$ cat config.mk
export PLATFORM = sky130hd
export DESIGN_NAME = minigame_scheduler
export DESIGN_NICKNAME = d
export VERILOG_FILES = /design/src/rtl/minigame_scheduler.sv
export SDC_FILE = /design/constraint.sdc
export NUM_CORES = 1
export LEC_CHECK = 0
export BUFFER_PORTS_ARGS = -buffer_cell sky130_fd_sc_hd__buf_2
export CORE_UTILIZATION = 30
export CTS_BUF_LIST = sky130_fd_sc_hd__clkbuf_8
export CTS_CLUSTER_SIZE = 25
export DETAILED_ROUTE_END_ITERATION = 10
export PLACE_DENSITY_LB_ADDON = 0.3
export SYNTH_ARGS = -nofsm -noshare
export SYNTH_HDL_FRONTEND = slang
export SYNTH_SLANG_ARGS = --single-unit
$ cat constraint.sdc
create_clock -name clock -period 2.54 [get_ports clock]
set_input_delay 0.508 -clock clock [delete_from_list [all_inputs] [get_ports clock]]
set_output_delay 0.508 -clock clock [all_outputs]
set_load 0.05 [all_outputs]
$ cat src/rtl/minigame_scheduler.sv
// Match sequencer for the minigame output mux: menu, start pulse, scoring.
// Optional PLAYING watchdog enabled by defining MINIGAME_TIMEOUT_EN.
module minigame_scheduler #(
    parameter int NUM_RODADAS = 3,
    parameter int PONT_W      = 5
`ifdef MINIGAME_TIMEOUT_EN
    ,
    parameter int TIMEOUT_CYCLES = 50_000_000
`endif
) (
    input  logic              clock,
    input  logic              reset,
    input  logic              iniciar,
    input  logic              confirma,
    input  logic [1:0]        selecao,
    input  logic              pronto_in,
    input  logic [2:0]        pontuacao_in,
    output logic [1:0]        minigame,
    output logic [2:0]        inicia,
    output logic [3:0]        estado_inicial,
    output logic [PONT_W-1:0] pontuacao_total,
    output logic [3:0]        rodada,
    output logic              timeout
);

    typedef enum logic [2:0] {
        S_IDLE    = 3'd0,
        S_MENU    = 3'd1,
        S_START   = 3'd2,
        S_PLAYING = 3'd3,
        S_DONE    = 3'd4,
        S_FIM     = 3'd5
`ifdef MINIGAME_TIMEOUT_EN
        ,
        S_TIMEOUT = 3'd6
`endif
    } state_t;

    state_t             state;
    logic [1:0]         sel_r;
    logic               iniciar_q;
    logic               confirma_q;
    logic               ini_edge;
    logic               conf_edge;
    logic [3:0]         rodada_inc;
    logic               last_round;
    logic [PONT_W:0]    soma;
    logic [PONT_W-1:0]  soma_sat;

`ifdef MINIGAME_TIMEOUT_EN
    logic [25:0]        cnt;
    logic               timeout_r;
    assign timeout = timeout_r;
`else
    assign timeout = 1'b0;
`endif

    assign ini_edge   = iniciar & ~iniciar_q;
    assign conf_edge  = confirma & ~confirma_q;
    assign rodada_inc = rodada + 4'd1;
    assign last_round = (rodada_inc == 4'(NUM_RODADAS));
    assign soma       = {1'b0, pontuacao_total} + (PONT_W+1)'(pontuacao_in);
    assign soma_sat   = soma[PONT_W] ? '1 : soma[PONT_W-1:0];

    // State code is itself a register, so this output stays registered.
    assign estado_inicial = {1'b0, state};

    // Sequencer FSM with registered mux select, start pulse and totals.
    always_ff @(posedge clock) begin
        if (!reset) begin
            state           <= S_IDLE;
            sel_r           <= 2'd0;
            iniciar_q       <= 1'b0;
            confirma_q      <= 1'b0;
            minigame        <= 2'b11;
            inicia          <= 3'b000;
            pontuacao_total <= '0;
            rodada          <= 4'd0;
`ifdef MINIGAME_TIMEOUT_EN
            cnt             <= 26'd0;
            timeout_r       <= 1'b0;
`endif
        end else begin
            iniciar_q  <= iniciar;
            confirma_q <= confirma;
            inicia     <= 3'b000;
            unique case (state)
                S_IDLE: begin
                    minigame <= 2'b11;
                    if (ini_edge)
                        state <= S_MENU;
                end
                S_MENU: begin
                    minigame <= 2'b11;
                    if (conf_edge && selecao != 2'b11) begin
                        sel_r    <= selecao;
                        minigame <= selecao;
                        inicia   <= 3'b001 << selecao;
                        state    <= S_START;
                    end
                end
                S_START: begin
                    minigame <= sel_r;
                    state    <= S_PLAYING;
`ifdef MINIGAME_TIMEOUT_EN
                    cnt      <= 26'd0;
`endif
                end
                S_PLAYING: begin
                    minigame <= sel_r;
                    if (pronto_in)
                        state <= S_DONE;
`ifdef MINIGAME_TIMEOUT_EN
                    else if (cnt == 26'(TIMEOUT_CYCLES - 1))
                        state <= S_TIMEOUT;
                    else
                        cnt <= cnt + 26'd1;
`endif
                end
                S_DONE: begin
                    minigame        <= 2'b11;
                    pontuacao_total <= soma_sat;
                    rodada          <= rodada_inc;
                    state           <= last_round ? S_FIM : S_MENU;
                end
`ifdef MINIGAME_TIMEOUT_EN
                S_TIMEOUT: begin
                    minigame  <= 2'b11;
                    timeout_r <= 1'b1;
                    rodada    <= rodada_inc;
                    state     <= last_round ? S_FIM : S_MENU;
                end
`endif
                S_FIM: begin
                    minigame <= 2'b11;
                    if (ini_edge) begin
                        pontuacao_total <= '0;
                        rodada          <= 4'd0;
`ifdef MINIGAME_TIMEOUT_EN
                        timeout_r       <= 1'b0;
`endif
                        state           <= S_MENU;
                    end
                end
                default: begin
                    minigame <= 2'b11;
                    state    <= S_IDLE;
                end
            endcase
        end
    end

endmodule
## After elaboration in Yosys (flattened, before gate mapping)

Index checks and enable logic that the tools add are counted.

| operators by class | value |
|---|---|
| add/sub/neg operators | 2 |
| equality and inequality tests | 11 |
| shift operators | 1 |
| mux-type cells | 12 |
| bitwise gates (word level) | 4 |
| reduce and logical (&&, ||, !) cells | 9 |

Operator list:

| cell | count |
|---|---|
| $pmux W3 S5 | 1 |
| $mux W3 | 4 |
| $mux W5 | 2 |
| $pmux W5 S2 | 1 |
| $ne A2 B2 Y1 const B | 4 |
| $pmux W4 S2 | 1 |
| $add A5 B3 Y6 | 1 |
| $eq A3 B2 Y1 const B | 2 |
| $eq A3 B3 Y1 const B | 2 |
| $reduce_and A3 Y1 | 2 |
| $add A4 B1 Y4 const B | 1 |
| $eq A4 B2 Y1 const B | 1 |
| $mux W4 | 1 |
| $pmux W2 S2 | 1 |
| $reduce_and A2 Y1 | 2 |
| $reduce_or A2 Y1 | 2 |
| $eq A3 B1 Y1 const B | 1 |
| $logic_not A3 Y1 | 1 |
| $shl A1 B2 Y3 const A | 1 |
| $and A1 B1 Y1 | 2 |
| $mux W2 | 1 |
| $ne A2 B1 Y1 const B | 1 |
| $not A1 Y1 | 2 |
| $reduce_bool A2 Y1 | 1 |
| $logic_and A1 B1 Y1 | 1 |

| storage, ports and cells | value |
|---|---|
| bits in registers | 21 |
| word-level logic and storage cells | 47 |

## Depth between registers and ports, before layout

Gate-level depths: netlist of run 1.

| depth | value |
|---|---|
| depth after elaboration | 5 |
| mapped depth | 6 |

## Worst setup path before layout of run 1

OpenSTA, ideal clock, no wires.

| timing path | value |
|---|---|
| kind | reg-to-reg |
| from | register pontuacao_total[1] |
| to | register pontuacao_total[4] |
| setup time | 0.120 ns |
| data arrival time | 1.725 ns |
| slack | 0.696 ns |
| cell stages (with the launch flop) | 6 |
| buffers on the path | 0 |
| clock period less this slack | 1.844 ns |
| path through | dfxtp_1 > ha_1 > a211oi_1 > o2111ai_1 > a21oi_1 > nor3_1 |

| on the way | value |
|---|---|
| word-level cells in the longest chain between the ends | 3 |

RTL lines:

| what | line | source |
|---|---|---|
| start, declared | 21 | `output logic [PONT_W-1:0] pontuacao_total,` |
| start signal, assigned | 122 | `pontuacao_total <= soma_sat;` |
| $add A5 B3 Y6 | 62 | `assign soma = {1'b0, pontuacao_total} + (PONT_W+1)'(pontuacao_in);` |
| $mux W5 | 63 | `assign soma_sat = soma[PONT_W] ? '1 : soma[PONT_W-1:0];` |
| $pmux W5 S2 | 87 | `unique case (state)` |

No other way between the ends.
A chain may end at the register's enable or synchronous reset.

## Final worst setup path of run 1

| timing path | value |
|---|---|
| from | register state[0] |
| to | register rodada[2] |

| on the way | value |
|---|---|
| word-level cells in the longest chain between the ends | 3 |
| elaborated cells between the ends (all ways) | 6 |
| classes of those cells | 3 x eq/ne; 1 x mux; 2 x reduce/logical |

RTL lines:

| what | line | source |
|---|---|---|
| start, declared | 39 | `state_t state;` |
| start signal, assigned | 124 | `state <= last_round ? S_FIM : S_MENU;` |
| $eq A3 B3 Y1 | 87 |  |
| $ne A2 B2 Y1 (no line) or $reduce_bool A2 Y1 (tied branches) | -- |  |
| $reduce_and A2 Y1 (no line) | -- |  |
| end signal, assigned | 123 | `rodada <= rodada_inc;` |
| end, declared | 22 | `output logic [3:0] rodada,` |

Several ways; a longest one is shown, not always the timed one.

==> results of run 1 <==
==> per-stage QoR <==
step	setup WS, ns	instances	hold slack [ns]	instance area, um^2
5_1_grt	0.655	187	0.454	1240
6_report	0.885	187	0.456	1240
4_1_cts	0.853	187	0.453	1240
3_3_place_gp	0.686	183	0.460	1200
2_1_floorplan	0.696	117	0.450	1040
3_5_place_dp	0.655	183	0.470	1200
==> power groups by stage <==
stage,registers (W),clock network [W],logic [W]
after global placement,0.000357,0,0.0000929
after detailed placement,0.000357,0,0.0000941
final,0.000349,0.000217,0.0000938
after floorplan,0.000375,0,0.0000521
after global routing,0.000351,0.000238,0.000103
after CTS,0.000349,0.000227,0.0000943
==> worst paths after layout <==
check | start | cells after the start | endpoint | slack (ns)
max reg2reg | state[0] | 4 | rodada[2] | 0.89
max | state[0] | 4 | rodada[2] | 0.89
min reg2reg | pontuacao_total[0] | 2 | pontuacao_total[0] | 0.48
min | iniciar | 2 | iniciar_q | 0.46
==> worst max-delay path, cell delays in order, from the launching register on <==
cell	delay, ns
dfxtp_1	0.49
inv_1	0.15
o21bai_1	0.58
o21ai_0	0.20
a21oi_1	0.16
==> cell usage after synthesis (all sizes together), types with 2 or more instances <==
| library cell | n | area [um^2] |
|---|---|---|
| dfxtp | 21 | 420 |
| nand2 | 11 | 41.3 |
| nor2 | 11 | 41.3 |
| a21oi | 9 | 45.0 |
| o21ai | 6 | 30.0 |
| ha | 5 | 62.6 |
| inv | 4 | 15.0 |
| a211oi | 3 | 22.5 |
| a21o | 3 | 22.5 |
| buf | 3 | 20.0 |
| nor3 | 3 | 15.0 |
| and2 | 2 | 12.5 |
| and3 | 2 | 12.5 |
| mux2i | 2 | 20.0 |
| nand2b | 2 | 12.5 |
| nor4 | 2 | 12.5 |
| o22ai | 2 | 12.5 |
| o31ai | 2 | 20.0 |
| xnor2 | 2 | 17.5 |
==> logic make-up (layout without fill, tap and decap cells) <==
family,Yosys count,after routing,share of synthesized area (%)
simple gates,42,42,21.1
compound gates,33,33,21.6
flops,21,21,40.7
buf+inv,8,34,3.76
fa+ha+maj,6,6,8.00
xor+xnor,3,3,2.55
mux,2,2,1.94
other cells,1,2,0.363
==> final cells by class <==
cell class | count | share of cell area [%]
Multi-Input combinational cell | 88 | 46.4
Sequential cell | 21 | 33.8
Clock buffer | 3 | 3.32
Inverter | 4 | 1.21
Tap cell | 44 | 4.43
Timing Repair Buffer | 26 | 10.5
Clock inverter | 1 | 0.402
==> state kept, by name, summed over array words and instances, names as in the netlist <==
register / cells
state: 3
minigame: 2
iniciar_q: 1
pontuacao_total: 5
sel_r: 2
confirma_q: 1
inicia: 3
rodada: 4
==> per-layer routing <==
layer,global-route usage [%],share of wire [%],up-vias
li1,-,-,465
met4,7.79,1.8,0
met5,0,0,-
met2,22.9,47,24
met3,4.05,5.8,4
met1,15.3,45,444
==> cells in the final DEF (no fill, tap or decap), drive strengths merged, types with 2 or more instances in the layout <==
cell type and instances:
a21oi 9, xnor2 2, inv 4, nor3 3, ha 5, o22ai 2, a211oi 3, nand2 11
nand2b 2, o31ai 2, nor4 2, nor2 11, mux2i 2, and2 2, buf 26, clkbuf 3
and3 2, o21ai 6, conb 2, a21o 3, dfxtp 21
==> flow_summary.html, run 1 <==
<table>
<tr><th>Metric</th><th>Value</th></tr>
<tr><th colspan="2">Route</th></tr>
<tr><td>Initial detailed-routing violation count</td><td>36</td></tr>
<tr><td>Residual DRC</td><td>0</td></tr>
<tr><td>Total wire length</td><td>around 2.2 mm</td></tr>
<tr><td>Routed length per instance</td><td>approximately 12 um</td></tr>
<tr><td>Post-detailed-route count of antenna-violating nets</td><td>0</td></tr>
<tr><td>Mean number of vias per cell</td><td>5.01</td></tr>
<tr><td>Via count of the routed design</td><td>937</td></tr>
<tr><td>Total iterations of the first detailed-routing run</td><td>4</td></tr>
<tr><th colspan="2">STA</th></tr>
<tr><td>Transition time of the tightest slew-check pin</td><td>0.679 ns</td></tr>
<tr><td>RSZ-0062 raised after global routing</td><td>false</td></tr>
<tr><td>Tcrit/Tclk final</td><td>about two thirds</td></tr>
<tr><td>Worst clock skew</td><td>0.00401 ns</td></tr>
<tr><td>Slew margin rel.</td><td>54.6%</td></tr>
<tr><td>Slew Viols, Final</td><td>0</td></tr>
<tr><td>Highest clock rate</td><td>604 MHz</td></tr>
<tr><td>Final hold violation count</td><td>0</td></tr>
<tr><td>Total of endpoints with negative setup slack in the final report</td><td>0</td></tr>
<tr><td>TNS Setup</td><td>0 ns</td></tr>
<tr><td>Post-layout min period</td><td>1.65 ns</td></tr>
<tr><th colspan="2">Layout</th></tr>
<tr><td>Area of combinational cells with multiple inputs</td><td>577 um^2</td></tr>
<tr><td>Growth of design area from synthesis to finish</td><td>20.5%</td></tr>
<tr><td>Number of inserted diodes</td><td>0</td></tr>
<tr><td>Number of nets in the layout</td><td>160</td></tr>
<tr><td>Fraction of final layout cells sized beyond drive strength 1</td><td>23.8%</td></tr>
<tr><td>Register cell area after layout</td><td>420 um^2</td></tr>
<tr><td>Filler instances</td><td>343</td></tr>
<tr><td>Core utilization of the finished layout</td><td>39.4%</td></tr>
<tr><th colspan="2">Clock tree</th></tr>
<tr><td>Post-CTS Resized</td><td>0</td></tr>
<tr><td>Clock-pin transition on the worst setup and hold timing paths</td><td>0.08 ns</td></tr>
<tr><td>Cell at the root of the clock tree</td><td>clkbuf_8</td></tr>
<tr><td>Cts hold-fix bufs</td><td>0</td></tr>
<tr><td>CTS H-tree depth</td><td>1</td></tr>
<tr><td>Number of buffers inserted during clock tree synthesis</td><td>3</td></tr>
<tr><td>TritonCTS clock tree</td><td>yes</td></tr>
<tr><td>Clk_lat worst skew</td><td>0.26 ns</td></tr>
<tr><td>Sink count of the clock tree</td><td>21</td></tr>
<tr><td>Largest buffer count on any clock path</td><td>2</td></tr>
<tr><td># Post-CTS Setup Buffers</td><td>0</td></tr>
<tr><th colspan="2">Synthesis</th></tr>
<tr><td>Yosys reg bits</td><td>21</td></tr>
<tr><td>Cell variety after synth</td><td>42</td></tr>
<tr><td>Post-synthesis instance area</td><td>0.00103 mm^2</td></tr>
<tr><td>Mean post-synth cell area</td><td>between 8 and 9 um^2</td></tr>
<tr><td>Sequential cell area fraction in the yosys report</td><td>40.7%</td></tr>
<tr><td>Post-synth EDFFs</td><td>0</td></tr>
<tr><td>Async set or reset register ratio after synthesis</td><td>0%</td></tr>
<tr><td>Post-Syn Instances</td><td>116</td></tr>
<tr><td>Warnings, synthesis</td><td>0</td></tr>
<tr><td>Most used flip-flop cell after synthesis</td><td>dfxtp_1</td></tr>
<tr><th colspan="2">Place</th></tr>
<tr><td># port buffers</td><td>26</td></tr>
<tr><td>HPWL after detailed placement</td><td>1.66 mm</td></tr>
<tr><td>Final RePlAce weighted congestion</td><td>0.820</td></tr>
<tr><th colspan="2">Power and ir drop</th></tr>
<tr><td>Total power consumption of the routed design</td><td>between 0.0006 and 0.0007 W</td></tr>
<tr><td>Share of total power consumed by net switching</td><td>27.7%</td></tr>
<tr><td>Internal</td><td>0.000478 W</td></tr>
<tr><td>Combinational group share of total power</td><td>14.2%</td></tr>
<tr><td>Cell leakage power</td><td>0.542 nW</td></tr>
<tr><td>Total power divided by cell area</td><td>531 mW/mm^2</td></tr>
<tr><td>P_sw</td><td>0.000183 W</td></tr>
<tr><td>Clock network fraction of design power</td><td>around 33%</td></tr>
<tr><td>Peak VDD IR</td><td>0.220 mV</td></tr>
<tr><td>Part of the power in registers</td><td>52.9%</td></tr>
<tr><th colspan="2">GRT</th></tr>
<tr><td>Grt total ovfl</td><td>0</td></tr>
<tr><td>Via count of the first global-routing pass</td><td>846</td></tr>
<tr><td>Antenna violations before repair</td><td>0</td></tr>
<tr><td>Largest net degree at the start of global routing</td><td>15</td></tr>
<tr><td>Global routing usage summed across all routing layers</td><td>13.6%</td></tr>
<tr><td>Global-route wire length before repair</td><td>3.63 mm</td></tr>
<tr><th colspan="2">Status</th></tr>
<tr><td>Run status</td><td>finished, final reports clean</td></tr>
<tr><th colspan="2">Setup path</th></tr>
<tr><td>Type of the setup path with the least slack</td><td>register to register</td></tr>
<tr><td>Worst path required time</td><td>2.73 ns</td></tr>
<tr><td>Data arrival time of the critical path</td><td>approximately 1.8 ns</td></tr>
<tr><td>Critical Path Source Type</td><td>register</td></tr>
<tr><td>Maximum net fanout on the critical path</td><td>9</td></tr>
<tr><td>Nature of the critical path endpoint</td><td>register</td></tr>
<tr><th colspan="2">Flow run</th></tr>
<tr><td>Reported max-cap violation count</td><td>0</td></tr>
<tr><th colspan="2">Floorplan</th></tr>
<tr><td>Core region area</td><td>0.00315 mm^2</td></tr>
<tr><td>Die outline height</td><td>60.7 um</td></tr>
<tr><td>Die Outline Area</td><td>0.00368 mm^2</td></tr>
<tr><td>Starting Density</td><td>approximately a third</td></tr>
<tr><td>Cell row count</td><td>20</td></tr>
<tr><td>Ports placed on the boundary</td><td>29</td></tr>
<tr><td>Width of the die</td><td>60.7 um</td></tr>
<tr><th colspan="2">Min path</th></tr>
<tr><td>Kind of path behind the tightest hold check</td><td>input pin to register</td></tr>
</table>
(Power assumes the default switching activity.)
==> inputs of run 2 (changes only) <==
ABC_AREA = 1   (was not set)
clock period = 1.7 ns   (was 2.54 ns; I/O delays follow)
==> flow_summary.html, run 2 <==
<table>
<tr><th>Metric</th><th>Value</th></tr>
<tr><th colspan="2">Status</th></tr>
<tr><td>Run status</td><td>finished, final reports clean</td></tr>
<tr><th colspan="2">Synthesis</th></tr>
<tr><td>Sequential cell area fraction in the yosys report</td><td>38.3%</td></tr>
<tr><td>Cell variety after synth</td><td>24</td></tr>
<tr><td>Async set or reset register ratio after synthesis</td><td>0%</td></tr>
<tr><td>Largest cells by area after synthesis</td><td>dfxtp_1 (38%), nand2_1 (16%), ha_1 (5.7%)</td></tr>
<tr><td>Fraction of post-synthesis cell area in the top cell type by area</td><td>38.3%</td></tr>
<tr><td>Commonest cells post-synth</td><td>nand2_1 (48), dfxtp_1 (21), inv_1 (14)</td></tr>
<tr><td>Mean post-synth cell area</td><td>7.13 um^2</td></tr>
<tr><td>Most frequent cell after synthesis</td><td>nand2_1</td></tr>
<tr><td>Post-synth EDFFs</td><td>0</td></tr>
<tr><td>Warnings, synthesis</td><td>0</td></tr>
<tr><td>Post-Syn Instances</td><td>154</td></tr>
<tr><td>Yosys reg bits</td><td>21</td></tr>
<tr><td>Most used flip-flop cell after synthesis</td><td>dfxtp_1</td></tr>
<tr><td>Post-synthesis instance area</td><td>about 0.0011 mm^2</td></tr>
<tr><td>Post-synth top area cell</td><td>dfxtp_1</td></tr>
<tr><th colspan="2">Floorplan</th></tr>
<tr><td>Die Outline Area</td><td>a little under 0.004 mm^2</td></tr>
<tr><td>Width of the die</td><td>62.5 um</td></tr>
<tr><td>Cell row count</td><td>21</td></tr>
<tr><td>Core region area</td><td>approximately 0.0034 mm^2</td></tr>
<tr><td>Starting Density</td><td>32.1%</td></tr>
<tr><td>Die outline height</td><td>62.5 um</td></tr>
<tr><td>Ports placed on the boundary</td><td>29</td></tr>
<tr><th colspan="2">GRT</th></tr>
<tr><td>Via count of the first global-routing pass</td><td>~940</td></tr>
<tr><td>Global routing usage on met3</td><td>roughly 3.5%</td></tr>
<tr><td>Antenna violations before repair</td><td>0</td></tr>
<tr><td>GR met2 Demand/Resource</td><td>20.1%</td></tr>
<tr><td>Largest net degree at the start of global routing</td><td>13</td></tr>
<tr><td>Top Usage Layer GRT</td><td>met2</td></tr>
<tr><td>Grt total ovfl</td><td>0</td></tr>
<tr><td>Global routing usage summed across all routing layers</td><td>12.4%</td></tr>
<tr><td>Met1 global-route usage</td><td>around 16%</td></tr>
<tr><td>Global-route wire length before repair</td><td>3.95 mm</td></tr>
<tr><th colspan="2">Clock tree</th></tr>
<tr><td>TritonCTS clock tree</td><td>yes</td></tr>
<tr><td># Post-CTS Setup Buffers</td><td>0</td></tr>
<tr><td>Post-CTS Resized</td><td>0</td></tr>
<tr><td>Cell at the root of the clock tree</td><td>clkbuf_8</td></tr>
<tr><td>Largest buffer count on any clock path</td><td>2</td></tr>
<tr><td>Cts hold-fix bufs</td><td>0</td></tr>
<tr><td>Number of buffers inserted during clock tree synthesis</td><td>3</td></tr>
<tr><td>Clock-pin transition on the worst setup and hold timing paths</td><td>0.08 ns</td></tr>
<tr><td>Sink count of the clock tree</td><td>21</td></tr>
<tr><td>Clk_lat worst skew</td><td>0.26 ns</td></tr>
<tr><td>CTS H-tree depth</td><td>1</td></tr>
<tr><th colspan="2">Layout</th></tr>
<tr><td>Number of nets in the layout</td><td>200</td></tr>
<tr><td>Most frequent cells in the layout</td><td>nand2_1 (48), buf_2 (26), dfxtp_1 (21)</td></tr>
<tr><td>Largest Register</td><td>pontuacao_total</td></tr>
<tr><td>Max reg flops</td><td>5</td></tr>
<tr><td>Leading cell type in the layout, fill and taps excluded</td><td>nand2_1</td></tr>
<tr><td>Number of inserted diodes</td><td>0</td></tr>
<tr><td>Post-route insts no fill</td><td>229</td></tr>
<tr><td>Registers with the most flip-flops</td><td>pontuacao_total: 5 flops, rodada: 4 flops</td></tr>
<tr><td>Filler instances</td><td>376</td></tr>
<tr><td>Fraction of final layout cells sized beyond drive strength 1</td><td>23.0%</td></tr>
<tr><td>Growth of design area from synthesis to finish</td><td>20.3%</td></tr>
<tr><th colspan="2">Route</th></tr>
<tr><td>Total iterations of the first detailed-routing run</td><td>4</td></tr>
<tr><td>Mean number of vias per cell</td><td>4.44</td></tr>
<tr><td>Residual DRC</td><td>0</td></tr>
<tr><td>Initial detailed-routing violation count</td><td>45</td></tr>
<tr><td>Post-detailed-route count of antenna-violating nets</td><td>0</td></tr>
<tr><td>Routed length per instance</td><td>9.84 um</td></tr>
<tr><td>Total wire length</td><td>approximately 2.3 mm</td></tr>
<tr><td>Via count of the routed design</td><td>1016</td></tr>
<tr><th colspan="2">STA</th></tr>
<tr><td>Final hold violation count</td><td>0</td></tr>
<tr><td>Slew Viols, Final</td><td>0</td></tr>
<tr><td>Worst clock skew</td><td>between 0.007 and 0.008 ns</td></tr>
<tr><td>RSZ-0062 raised after global routing</td><td>false</td></tr>
<tr><td>TNS Setup</td><td>0 ns</td></tr>
<tr><td>Highest clock rate</td><td>676 MHz</td></tr>
<tr><td>Total of endpoints with negative setup slack in the final report</td><td>0</td></tr>
<tr><td>Worst slack on hold paths</td><td>approximately 0.28 ns</td></tr>
<tr><td>Post-layout min period</td><td>1.48 ns</td></tr>
<tr><td>Tcrit/Tclk final</td><td>87.0%</td></tr>
<tr><th colspan="2">Place</th></tr>
<tr><td>DP Cell Count</td><td>225</td></tr>
<tr><td># port buffers</td><td>26</td></tr>
<tr><td>Final RePlAce weighted congestion</td><td>0.839</td></tr>
<tr><td>HPWL after detailed placement</td><td>1.67 mm</td></tr>
<tr><th colspan="2">Power and ir drop</th></tr>
<tr><td>P_sw</td><td>between 0.0009 and 0.001 W</td></tr>
<tr><td>Clock network fraction of design power</td><td>17.7%</td></tr>
<tr><td>Internal</td><td>0.000971 W</td></tr>
<tr><td>Share of total power consumed by net switching</td><td>48.4%</td></tr>
<tr><td>Part of the power in registers</td><td>35.7%</td></tr>
<tr><td>Cell leakage power</td><td>0.664 nW</td></tr>
<tr><td>Combinational group share of total power</td><td>46.6%</td></tr>
<tr><td>Peak VDD IR</td><td>0.621 mV</td></tr>
<tr><td>Total power divided by cell area</td><td>roughly 1400 mW/mm^2</td></tr>
<tr><th colspan="2">Setup path</th></tr>
<tr><td>Type of the setup path with the least slack</td><td>register to register</td></tr>
<tr><td>Worst-path cell chain</td><td>ha_1, fa_1, nand3_1, nand2_1, nand2_1, nand2_1, nand2_1, nand2_1, a21oi_1</td></tr>
<tr><td>Most repeated library cell on the critical path</td><td>nand2_1</td></tr>
<tr><td>Maximum net fanout on the critical path</td><td>3</td></tr>
<tr><td>Critical Path Source Type</td><td>register</td></tr>
<tr><td>Nature of the critical path endpoint</td><td>register</td></tr>
<tr><td>Delay of the slowest critical-path stage</td><td>0.40 ns</td></tr>
<tr><td>Worst path required time</td><td>1.90 ns</td></tr>
<tr><td>Cell family with most CP delay</td><td>adder cells</td></tr>
<tr><td>Data arrival time of the critical path</td><td>1.68 ns</td></tr>
<tr><td>Crit path buffers/inverters</td><td>0</td></tr>
<tr><td>Cell with the biggest individual delay on the critical path</td><td>fa_1</td></tr>
<tr><td>Register-to-Register Setup Slack</td><td>0.22 ns</td></tr>
<tr><th colspan="2">Flow run</th></tr>
<tr><td>Reported max-cap violation count</td><td>0</td></tr>
<tr><th colspan="2">Min path</th></tr>
<tr><td>Kind of path behind the tightest hold check</td><td>input pin to register</td></tr>
</table>
-- run 2: final cells by class --
cell class	instances	area, um^2	share of cell area [%]
clock buffers	3	41.3	3.13
clock inverters	1	5.00	0.379
inverters	18	67.6	5.12
multi-input cells	113	591	44.7
flip-flops and latches	21	420	31.8
well taps	46	57.6	4.36
repair buffers	27	138	10.4
-- run 2: metal layers --
layer,vias up,wire (um)
li1,551,-
met1,443,1150
met2,20,988
met3,2,99
met4,0,14
met5,-,0
-- run 2: logic make-up after synthesis --
kind of cell / Yosys count / synth area share, %
DFF: 21 / 38.3
adders and majority gates: 6 / 7.53
AOI/OAI and AO/OA: 22 / 10.5
and+or+nand+nor: 81 / 33.5
other: 1 / 0.342
buffers and inverters: 21 / 8.21
xor gates and xnor gates: 2 / 1.60
-- run 2: tightest hold or removal path, stage by stage --
cell,delay [ns]
buf_2,0.09
nand2_1,0.04
inv_1,0.04
-- run 2: final timing paths --
kind	start	end	cells after the start
hold / removal	iniciar	iniciar_q	3
setup / recovery	pontuacao_total[0]	pontuacao_total[4]	9
hold reg to reg	sel_r[0]	minigame[0]	2
setup reg to reg	pontuacao_total[0]	pontuacao_total[4]	9
-- run 2: power by group through the flow --
stage          clock [W]  sequential (W)  combinational, W
2_1_floorplan          0        0.000936          0.000437
3_3_place_gp           0        0.000685          0.000873
3_5_place_dp           0        0.000684          0.000876
4_1_cts         0.000347        0.000672          0.000884
5_1_grt         0.000366        0.000689          0.000978
6_report        0.000333        0.000671          0.000875
-- run 2: per-stage QoR --
step	util, %	area (um^2)	power [W]	setup slack [ns]
2_1_floorplan	-	1100	0.00137	0.0163
3_3_place_gp	37.3	1270	0.00156	0.102
3_5_place_dp	37.3	1270	0.00156	0.0897
4_1_cts	38.6	1320	0.00190	0.211
5_1_grt	38.6	1320	0.00203	0.0682
6_report	38.6	1320	0.00188	0.221
==> inputs of run 3 (changes only) <==
CELL_PAD_IN_SITES_DETAIL_PLACEMENT = 1   (was not set)
CELL_PAD_IN_SITES_GLOBAL_PLACEMENT = 2   (was not set)
CORE_UTILIZATION = 29   (was 30)
==> flow_summary.html, run 3 (synthesis gave the netlist of run 2 again) <==
<table>
<tr><th>Metric</th><th>Value</th></tr>
<tr><th colspan="2">Power and ir drop</th></tr>
<tr><td>Internal</td><td>roughly 0.00097 W</td></tr>
<tr><td>Share of total power consumed by net switching</td><td>48.2%</td></tr>
<tr><td>Total power divided by cell area</td><td>around 1400 mW/mm^2</td></tr>
<tr><td>Combinational group share of total power</td><td>47.3%</td></tr>
<tr><td>Part of the power in registers</td><td>35.9%</td></tr>
<tr><td>Clock network fraction of design power</td><td>16.8%</td></tr>
<tr><td>Cell leakage power</td><td>between 0.6 and 0.7 nW</td></tr>
<tr><td>P_sw</td><td>between 0.0009 and 0.001 W</td></tr>
<tr><td>Peak VDD IR</td><td>0.567 mV</td></tr>
<tr><th colspan="2">STA</th></tr>
<tr><td>TNS Setup</td><td>0 ns</td></tr>
<tr><td>RSZ-0062 raised after global routing</td><td>false</td></tr>
<tr><td>Highest clock rate</td><td>~640 MHz</td></tr>
<tr><td>Worst clock skew</td><td>around 0.0046 ns</td></tr>
<tr><td>Final hold violation count</td><td>0</td></tr>
<tr><td>Total of endpoints with negative setup slack in the final report</td><td>0</td></tr>
<tr><td>Slew Viols, Final</td><td>0</td></tr>
<tr><td>Post-layout min period</td><td>1.55 ns</td></tr>
<tr><td>Tcrit/Tclk final</td><td>91.5%</td></tr>
<tr><td>Post-route worst setup slack</td><td>0.145 ns</td></tr>
<tr><th colspan="2">Route</th></tr>
<tr><td>Residual DRC</td><td>0</td></tr>
<tr><td>Via count of the routed design</td><td>~1100</td></tr>
<tr><td>Initial detailed-routing violation count</td><td>29</td></tr>
<tr><td>Mean number of vias per cell</td><td>4.68</td></tr>
<tr><td>Routed length per instance</td><td>11.6 um</td></tr>
<tr><td>Post-detailed-route count of antenna-violating nets</td><td>0</td></tr>
<tr><td>Total iterations of the first detailed-routing run</td><td>4</td></tr>
<tr><td>Total wire length</td><td>roughly 2.7 mm</td></tr>
<tr><th colspan="2">Clock tree</th></tr>
<tr><td>CTS H-tree depth</td><td>1</td></tr>
<tr><td>Sink count of the clock tree</td><td>21</td></tr>
<tr><td>Cell at the root of the clock tree</td><td>clkbuf_8</td></tr>
<tr><td>Cts hold-fix bufs</td><td>0</td></tr>
<tr><td>Largest buffer count on any clock path</td><td>2</td></tr>
<tr><td>TritonCTS clock tree</td><td>yes</td></tr>
<tr><td>Clk_lat worst skew</td><td>0.26 ns</td></tr>
<tr><td># Post-CTS Setup Buffers</td><td>0</td></tr>
<tr><td>Post-CTS Resized</td><td>0</td></tr>
<tr><td>Clock-pin transition on the worst setup and hold timing paths</td><td>0.07 ns</td></tr>
<tr><td>Number of buffers inserted during clock tree synthesis</td><td>3</td></tr>
<tr><th colspan="2">Place</th></tr>
<tr><td># port buffers</td><td>26</td></tr>
<tr><td>Placement Cell Area</td><td>0.00127 mm^2</td></tr>
<tr><td>HPWL after detailed placement</td><td>between 2 and 2.5 mm</td></tr>
<tr><td>Final RePlAce weighted congestion</td><td>0.748</td></tr>
<tr><td>Worst setup slack after placement</td><td>0.0165 ns</td></tr>
<tr><th colspan="2">GRT</th></tr>
<tr><td>Global-route wire length before repair</td><td>4.64 mm</td></tr>
<tr><td>Via count of the first global-routing pass</td><td>1078</td></tr>
<tr><td>Antenna violations before repair</td><td>0</td></tr>
<tr><td>Largest net degree at the start of global routing</td><td>12</td></tr>
<tr><td>Grt total ovfl</td><td>0</td></tr>
<tr><td>Global routing usage summed across all routing layers</td><td>about 15%</td></tr>
<tr><th colspan="2">Layout</th></tr>
<tr><td>Growth of design area from synthesis to finish</td><td>20.2%</td></tr>
<tr><td>Number of nets in the layout</td><td>200</td></tr>
<tr><td>Fraction of final layout cells sized beyond drive strength 1</td><td>22.4%</td></tr>
<tr><td>Largest Register</td><td>pontuacao_total</td></tr>
<tr><td>Registers with the most flip-flops</td><td>pontuacao_total: 5 flops, rodada: 4 flops</td></tr>
<tr><td>Final Cell Area</td><td>~0.0013 mm^2</td></tr>
<tr><td>Max reg flops</td><td>5</td></tr>
<tr><td>Most frequent cells in the layout</td><td>nand2_1 (48), buf_2 (26), dfxtp_1 (21)</td></tr>
<tr><td>Leading cell type in the layout, fill and taps excluded</td><td>nand2_1</td></tr>
<tr><td>Number of inserted diodes</td><td>0</td></tr>
<tr><th colspan="2">Floorplan</th></tr>
<tr><td>Die Outline Area</td><td>0.00403 mm^2</td></tr>
<tr><td>Ports placed on the boundary</td><td>29</td></tr>
<tr><td>Core region area</td><td>0.00347 mm^2</td></tr>
<tr><td>Starting Density</td><td>31.6%</td></tr>
<tr><td>Die outline height</td><td>63.5 um</td></tr>
<tr><td>Width of the die</td><td>63.5 um</td></tr>
<tr><td>Cell row count</td><td>21</td></tr>
<tr><th colspan="2">Setup path</th></tr>
<tr><td>Type of the setup path with the least slack</td><td>register to register</td></tr>
<tr><td>Maximum net fanout on the critical path</td><td>3</td></tr>
<tr><td>Nature of the critical path endpoint</td><td>register</td></tr>
<tr><td>Worst path required time</td><td>approximately 1.9 ns</td></tr>
<tr><td>Data arrival time of the critical path</td><td>1.74 ns</td></tr>
<tr><td>Critical Path Source Type</td><td>register</td></tr>
<tr><th colspan="2">Min path</th></tr>
<tr><td>Kind of path behind the tightest hold check</td><td>input pin to register</td></tr>
<tr><th colspan="2">Status</th></tr>
<tr><td>Run status</td><td>finished, final reports clean</td></tr>
<tr><th colspan="2">Flow run</th></tr>
<tr><td>Reported max-cap violation count</td><td>0</td></tr>
</table>
==> run 3: critical path, cell delays in order, from the launching register on <==
cell	delay (ns)
dfxtp_1	0.33
ha_1	0.22
fa_1	0.41
nand3_1	0.13
nand2_1	0.06
nand2_1	0.06
nand2_1	0.05
nand2_1	0.06
nand2_1	0.05
a21oi_1	0.12
==> run 3: path summary, 6_finish.rpt <==
kind                            from            endpoint  slack [ns]  depth (start not counted)
setup / recovery  pontuacao_total[0]  pontuacao_total[4]        0.15                          9
hold / removal              confirma          confirma_q        0.29                          3
setup reg to reg  pontuacao_total[0]  pontuacao_total[4]        0.15                          9
hold reg to reg             sel_r[1]         minigame[1]        0.49                          2
==> run 3: power groups by stage <==
stage          sequential, W  combinational (W)  clock [W]
2_1_floorplan       0.000936           0.000437          0
6_report            0.000672           0.000887   0.000314
3_5_place_dp        0.000688           0.000901          0
3_3_place_gp        0.000683           0.000886          0
4_1_cts             0.000677           0.000904   0.000337
5_1_grt             0.000690           0.000987   0.000356
==> run 3: cell type report <==
class                      count  area (um^2)
inverter                      18         67.6
multi-input combinational    113          591
clock inverter                 1         3.75
tap                           46         57.6
clock buffer                   3         41.3
timing repair buffer          27          138
fill                         483         2150
sequential                    21          420
==> run 3: per-stage QoR <==
stage	utilization (%)	hold WS [ns]	total power [W]	std cells
finish	38.0	0.285	0.00187	229
global route	38.0	0.284	0.00203	229
CTS	38.0	0.278	0.00192	229
detailed placement	36.7	0.482	0.00159	225
global placement	36.7	0.473	0.00157	225
floorplan	-	0.409	0.00137	155
==> run 3: routing by layer <==
layer | routed length (um) | global-route usage (%) | up-vias
li1 | - | - | 550
met1 | 1190 | 17.4 | 502
met2 | 1370 | 26.3 | 17
met3 | 87 | 2.72 | 2
met4 | 12 | 3.41 | 0
met5 | 0 | 0 | -
